==> src/rtl/fetch.sv <==
// cpu32 instruction fetch stage: PC generation, 1-cycle SRAM issue, 2-entry skid queue, redirect flush.
// Optional FETCH_PERF_EN adds saturating delivery/redirect/stall performance counters.
module fetch #(
  parameter logic [31:0] RESET_PC  = 32'h0000_0000,
  parameter int          COUNTER_W = 32
) (
  input  logic                 clk,
  input  logic                 reset,
  output logic [31:0]          i_addr,
  output logic                 i_re,
  input  logic [31:0]          i_data,
  input  logic                 stall,
  input  logic                 redirect,
  input  logic [31:0]          redirect_pc,
  output logic                 out_valid,
  output logic [31:0]          out_ir,
  output logic [31:0]          out_pc,
  output logic [31:0]          out_pc_plus_4,
  output logic [COUNTER_W-1:0] perf_fetched,
  output logic [COUNTER_W-1:0] perf_redirects,
  output logic [COUNTER_W-1:0] perf_stall_cycles
);

  localparam int SKID_DEPTH = 2;

  logic [31:0] fpc_reg, fpc_next;
  logic        inflight_reg;
  logic [31:0] req_pc_reg;
  logic        kill_reg, kill_next;
  logic [1:0]  skid_count_reg, skid_count_next;
  logic [31:0] skid_pc_reg  [SKID_DEPTH];
  logic [31:0] skid_ir_reg  [SKID_DEPTH];
  logic [31:0] skid_pc_next [SKID_DEPTH];
  logic [31:0] skid_ir_next [SKID_DEPTH];
  logic        out_valid_reg, out_valid_next;
  logic [31:0] out_ir_reg, out_ir_next;
  logic [31:0] out_pc_reg, out_pc_next;
  logic [31:0] out_pc_plus_4_reg, out_pc_plus_4_next;

  logic        issue;
  logic        resp_live;
  logic        out_load;
  logic        take_resp;
  logic        skid_pop;
  logic        skid_push;
  logic [1:0]  occupancy;
  logic [1:0]  push_idx;
  logic [31:0] redirect_target;
  logic        unused_redirect_lo;

  // Issue depends only on registered occupancy, never on stall, so no stall-to-SRAM path exists.
  assign occupancy       = skid_count_reg + {1'b0, inflight_reg};
  assign issue           = reset && !redirect && (occupancy < 2'd2);
  assign i_re            = issue;
  assign i_addr          = fpc_reg;
  assign redirect_target = {redirect_pc[31:2], 2'b00};
  assign unused_redirect_lo = ^redirect_pc[1:0];

  assign resp_live = inflight_reg && !kill_reg;
  assign out_load  = !out_valid_reg || !stall;
  assign skid_pop  = !redirect && out_load && (skid_count_reg != 2'd0);
  assign take_resp = !redirect && out_load && (skid_count_reg == 2'd0) && resp_live;
  assign skid_push = !redirect && resp_live && !take_resp;
  assign push_idx  = skid_count_reg - {1'b0, skid_pop};

  always_comb begin
    fpc_next           = fpc_reg;
    kill_next          = 1'b0;
    skid_count_next    = skid_count_reg;
    out_valid_next     = out_valid_reg;
    out_ir_next        = out_ir_reg;
    out_pc_next        = out_pc_reg;
    out_pc_plus_4_next = out_pc_plus_4_reg;

    if (issue) begin
      fpc_next = fpc_reg + 32'd4;
    end

    if (redirect) begin
      fpc_next        = redirect_target;
      kill_next       = inflight_reg;
      skid_count_next = 2'd0;
      out_valid_next  = 1'b0;
    end else begin
      skid_count_next = skid_count_reg - {1'b0, skid_pop} + {1'b0, skid_push};
      if (skid_pop) begin
        out_valid_next     = 1'b1;
        out_ir_next        = skid_ir_reg[0];
        out_pc_next        = skid_pc_reg[0];
        out_pc_plus_4_next = skid_pc_reg[0] + 32'd4;
      end else if (take_resp) begin
        out_valid_next     = 1'b1;
        out_ir_next        = i_data;
        out_pc_next        = req_pc_reg;
        out_pc_plus_4_next = req_pc_reg + 32'd4;
      end else if (out_load) begin
        out_valid_next = 1'b0;
      end
    end
  end

  // Skid queue is a shift FIFO: entry 0 is always the head.
  genvar gi;
  generate
    for (gi = 0; gi < SKID_DEPTH; gi++) begin : g_skid
      logic [31:0] shift_pc;
      logic [31:0] shift_ir;

      if (gi < SKID_DEPTH - 1) begin : g_shift
        assign shift_pc = skid_pc_reg[gi+1];
        assign shift_ir = skid_ir_reg[gi+1];
      end else begin : g_last
        assign shift_pc = skid_pc_reg[gi];
        assign shift_ir = skid_ir_reg[gi];
      end

      always_comb begin
        skid_pc_next[gi] = skid_pc_reg[gi];
        skid_ir_next[gi] = skid_ir_reg[gi];
        if (skid_pop) begin
          skid_pc_next[gi] = shift_pc;
          skid_ir_next[gi] = shift_ir;
        end
        if (skid_push && (push_idx == 2'(gi))) begin
          skid_pc_next[gi] = req_pc_reg;
          skid_ir_next[gi] = i_data;
        end
      end

      always_ff @(posedge clk) begin
        skid_pc_reg[gi] <= skid_pc_next[gi];
        skid_ir_reg[gi] <= skid_ir_next[gi];
      end
    end
  endgenerate

  always_ff @(posedge clk) begin
    if (!reset) begin
      fpc_reg           <= RESET_PC;
      inflight_reg      <= 1'b0;
      req_pc_reg        <= 32'd0;
      kill_reg          <= 1'b0;
      skid_count_reg    <= 2'd0;
      out_valid_reg     <= 1'b0;
      out_ir_reg        <= 32'd0;
      out_pc_reg        <= 32'd0;
      out_pc_plus_4_reg <= 32'd0;
    end else begin
      fpc_reg           <= fpc_next;
      inflight_reg      <= issue;
      if (issue) begin
        req_pc_reg <= fpc_reg;
      end
      kill_reg          <= kill_next;
      skid_count_reg    <= skid_count_next;
      out_valid_reg     <= out_valid_next;
      out_ir_reg        <= out_ir_next;
      out_pc_reg        <= out_pc_next;
      out_pc_plus_4_reg <= out_pc_plus_4_next;
    end
  end

  assign out_valid     = out_valid_reg;
  assign out_ir        = out_ir_reg;
  assign out_pc        = out_pc_reg;
  assign out_pc_plus_4 = out_pc_plus_4_reg;

`ifdef FETCH_PERF_EN
  logic [COUNTER_W-1:0] fetched_reg;
  logic [COUNTER_W-1:0] redirects_reg;
  logic [COUNTER_W-1:0] stall_cycles_reg;
  logic                 deliver;

  assign deliver = skid_pop || take_resp;

  // Counters saturate at all-ones instead of wrapping.
  always_ff @(posedge clk) begin
    if (!reset) begin
      fetched_reg      <= '0;
      redirects_reg    <= '0;
      stall_cycles_reg <= '0;
    end else begin
      if (deliver && (fetched_reg != '1)) begin
        fetched_reg <= fetched_reg + COUNTER_W'(1);
      end
      if (redirect && (redirects_reg != '1)) begin
        redirects_reg <= redirects_reg + COUNTER_W'(1);
      end
      if (stall && out_valid_reg && (stall_cycles_reg != '1)) begin
        stall_cycles_reg <= stall_cycles_reg + COUNTER_W'(1);
      end
    end
  end

  assign perf_fetched      = fetched_reg;
  assign perf_redirects    = redirects_reg;
  assign perf_stall_cycles = stall_cycles_reg;
`else
  assign perf_fetched      = '0;
  assign perf_redirects    = '0;
  assign perf_stall_cycles = '0;
`endif

endmodule

==> config.mk <==
export PLATFORM = sky130hd
export DESIGN_NAME = fetch
export DESIGN_NICKNAME = d
export VERILOG_FILES = /design/src/rtl/fetch.sv
export SDC_FILE = /design/constraint.sdc
export NUM_CORES = 1
export LEC_CHECK = 0
export ABC_AREA = 1
export ABC_CLOCK_PERIOD_IN_PS = 11890
export BUFFER_PORTS_ARGS = -buffer_cell sky130_fd_sc_hd__buf_2
export CAP_MARGIN = 20
export CORE_MARGIN = 5
export CORE_UTILIZATION = 44
export DETAILED_ROUTE_END_ITERATION = 6
export PLACE_DENSITY = 0.74
export SLEW_MARGIN = 30
export SYNTH_ARGS = -nofsm -noshare
export SYNTH_HDL_FRONTEND = slang
export SYNTH_SLANG_ARGS = --single-unit
==> constraint.sdc <==
create_clock -name clk -period 11.89 [get_ports clk]
set_input_delay 1.7835 -clock clk [delete_from_list [all_inputs] [get_ports clk]]
set_output_delay 1.7835 -clock clk [all_outputs]
set_load 0.02 [all_outputs]
==> reports/results.tsv <==
stage	metric	value	unit
outcome	status	finished, final reports clean	
logic_synthesis	sequential fraction of the synthesis area	50.9	%
timing	Fin. Hold Viols	0	
logic_synthesis	adder-cell share of the synthesized area	0.371	%
timing	Slew @ Worst Pin	843	ps
finish	Ant. Diodes	0	
finish	footprint of the multi-input gates	0.00537	mm²
clock_network	setup bufs post-CTS	0	
setup_path	Worst Path Required	12070	ps
grt	initial antenna violation count	0	
finish	area delta synth->final	13.9	%
placed_design	DP Area	0.0143	mm²
placed_design	DP Wirelength	23200	µm
grt	largest net degree at the start of global routing	114	
logic_synthesis	Ys Warns	0	
timing	fin crit share	47.2	%
clock_network	worst-case clock buffer depth	3	
timing	maximum clock frequency	178	MHz
pwr	PD cells	153	mW/mm²
logic_synthesis	number of synthesized register bits	281	
job	max-cap viol count	0	
min_path	Hold Path Cell Cnt	0	
logic_synthesis	Netlist Area Pre-Place	0.0135	mm²
finish	max FFs per register	64	
setup_path	Setup CP Type	in2reg	
timing	Slew Limit Fails	0	
clock_network	Worst-Skew Late Latency	560	ps
clock_network	htree depth	1	
detailed_routing	DR iter-0 viols	908	
floorplan	Core Region	0.0304	mm²
logic_synthesis	ys flop type	dfxtp_1	
finish	share of cells above drive strength 1	17.7	%
clock_network	post-cts resize count	0	
detailed_routing	vias per cell	5.06	
finish	most frequent cells in the layout	nand2_1, buf_2, nor2_1	
pwr	Leakage	0.00676	µW
clock_network	clock sink total	281	
clock_network	Num CTS Buffers	30	
min_path	min-delay src	req_pc_reg[26]	
finish	commonest non-fill, non-tap cell in the layout	nand2_1	
setup_path	CP endpoint kind	flop	
timing	Tmin final	5610	ps
timing	RSZ-0062 raised after global routing	false	
detailed_routing	vias	11100	
min_path	min-delay worst type	reg2reg	
clock_network	count of hold-fix buffers inserted at cts	0	
setup_path	crit-path max FO	45	
logic_synthesis	Mapped Cells	1617	
setup_path	Worst R2R Start	out_valid	
timing	Final setup viols	0	
detailed_routing	remaining antenna violation count after routing	0	
finish	# fillers	2880	
logic_synthesis	post-synthesis cell type count	44	
setup_path	reg2reg end	skid_ir_reg[0][22]	
finish	post-layout net count	1838	
logic_synthesis	Post-synth EDFFs	124	
timing	Slew HR	43.6	%
logic_synthesis	post-synthesis mux area share	2.92	%
logic_synthesis	largest family of logic cells by synthesized area	simple AND/OR/NAND/NOR gates	
logic_synthesis	Synth async-reset ratio	0	%
grt	first-pass GRT wire length	53700	µm
setup_path	Startpoint Class	input port	
logic_synthesis	post-synthesis compound-gate area fraction	10.4	%
setup_path	arrival time worst endpoint	5790	ps
floorplan	Die W	185	µm
detailed_routing	final wirelength	34400	µm
detailed_routing	Routed WL per cell	15.7	µm
detailed_routing	DRC	0	
floorplan	Ports	294	
finish	final instance area	0.0154	mm²
detailed_routing	DR pass1 iterations	5	
clock_network	root buffer cell	clkbuf_16	
min_path	Hold EP	skid_pc_reg[0][58]	
placed_design	RD Place Congestion	0.904	
clock_network	CTS tree	yes	
grt	vias in the first global route	10200	
finish	Register Area	0.00687	mm²
clock_network	CTS clk-pin slew, worst paths	60	ps
setup_path	reg-to-reg slack, setup	7310	ps
pwr	Worst VDD drop	0.104	mV
logic_synthesis	xor/xnor cell area share of the yosys netlist	1.30	%
floorplan	# rows	64	
timing	clock skew	26.7	ps
floorplan	Die Y	185	µm
grt	gr ovfl total	0	
logic_synthesis	Mapped Avg Cell Area	8.35	µm²
logic_synthesis	simple-gate portion of the synthesized area	21.7	%
floorplan	die footprint	0.0343	mm²
setup_path	Worst R2R Path Depth	10	
timing	setup TNS	0	ps
floorplan	initial core utilization	44.4	%
grt	overall routing resource usage	19.0	%
placed_design	number of port buffers	189	
final cells by class:
cell class / count / share of cell area (%)
flip-flops and latches: 281 / 44.6
multi-input cells: 1116 / 34.9
repair buffers: 201 / 6.86
clock buffers: 39 / 5.77
inverters: 136 / 3.36
well taps: 396 / 3.22
clock inverters: 17 / 1.27
routing by layer:
layer	GRT usage, %	share of wire (%)
met2	29.9	45
met4	4.90	1.9
met3	3.14	8.6
met1	27.5	45
met5	0	0
stage by stage:
stage / cells / total power, µW / utilization [%] / setup slack (ps) / hold slack [ps]
6_report: 2186 / 2360 / 50.6 / 6280 / 433
3_3_place_gp: 2129 / 1370 / 46.9 / 5090 / 411
3_5_place_dp: 2130 / 1370 / 47.0 / 5630 / 419
5_1_grt: 2186 / 2450 / 50.6 / 5980 / 442
4_1_cts: 2186 / 2370 / 50.5 / 6230 / 435
2_1_floorplan: 1718 / 1310 / - / 2390 / 408
power breakdown:
part / internal [µW] / switching (µW)
clock: 613 / 385
sequential: 1060 / 30.1
combinational: 73.3 / 198
total: 1740 / 614
cell families (layout without fill, tap and decap cells):
family                     count (synthesis)  after routing
and+or+nand+nor                          697            697
muxes                                     35             35
other                                      1            102
xor gates and xnor gates                  20             20
DFF                                      281            281
buffers and inverters                    321            393
AOI/OAI and AO/OA                        258            258
adders and majority gates                  4              4
Yosys cell counts, types with 3 or more instances:
library cell / count / area, µm²
nand3_1: 70 / 350
buf_1: 6 / 22.5
a31oi_1: 50 / 313
nand2_1: 362 / 1360
a21oi_1: 35 / 175
nand4_1: 46 / 288
xor2_1: 20 / 175
clkbuf_1: 46 / 173
inv_2: 5 / 18.8
edfxtp_1: 124 / 3720
dfxtp_1: 157 / 3140
ha_1: 4 / 50.1
o21ai_0: 152 / 761
mux2_2: 35 / 394
nor2_2: 6 / 37.5
nor4_1: 5 / 31.3
buf_4: 108 / 811
buf_2: 20 / 100
buf_6: 5 / 56.3
inv_1: 130 / 488
nor3_1: 11 / 55.1
o21ai_1: 5 / 25.0
a21boi_0: 7 / 52.6
nand2_2: 3 / 18.8
nor2_1: 181 / 679
worst max path at each step:
stage	from	end	slack, ps	cells after the start
floorplan	redirect	skid_ir_reg[0][32]	2390	7
global placement	stall	out_pc_plus_4[28]	5090	11
detailed placement	stall	out_pc_plus_4[28]	5630	11
CTS	stall	out_pc_plus_4[28]	6230	11
global route	stall	out_pc_plus_4[28]	5980	11
finish	stall	skid_ir_reg[0][22]	6280	11
worst max-delay path: stages:
cell and delay, ps:
buf_2 100, nand2_2 600, nand3_4 570, inv_2 820
ha_1 290, or2_2 120, nand2_1 70, inv_1 140
nand3_4 90, nand2_2 620, buf_4 540
Power figures use the tool's default switching activity.
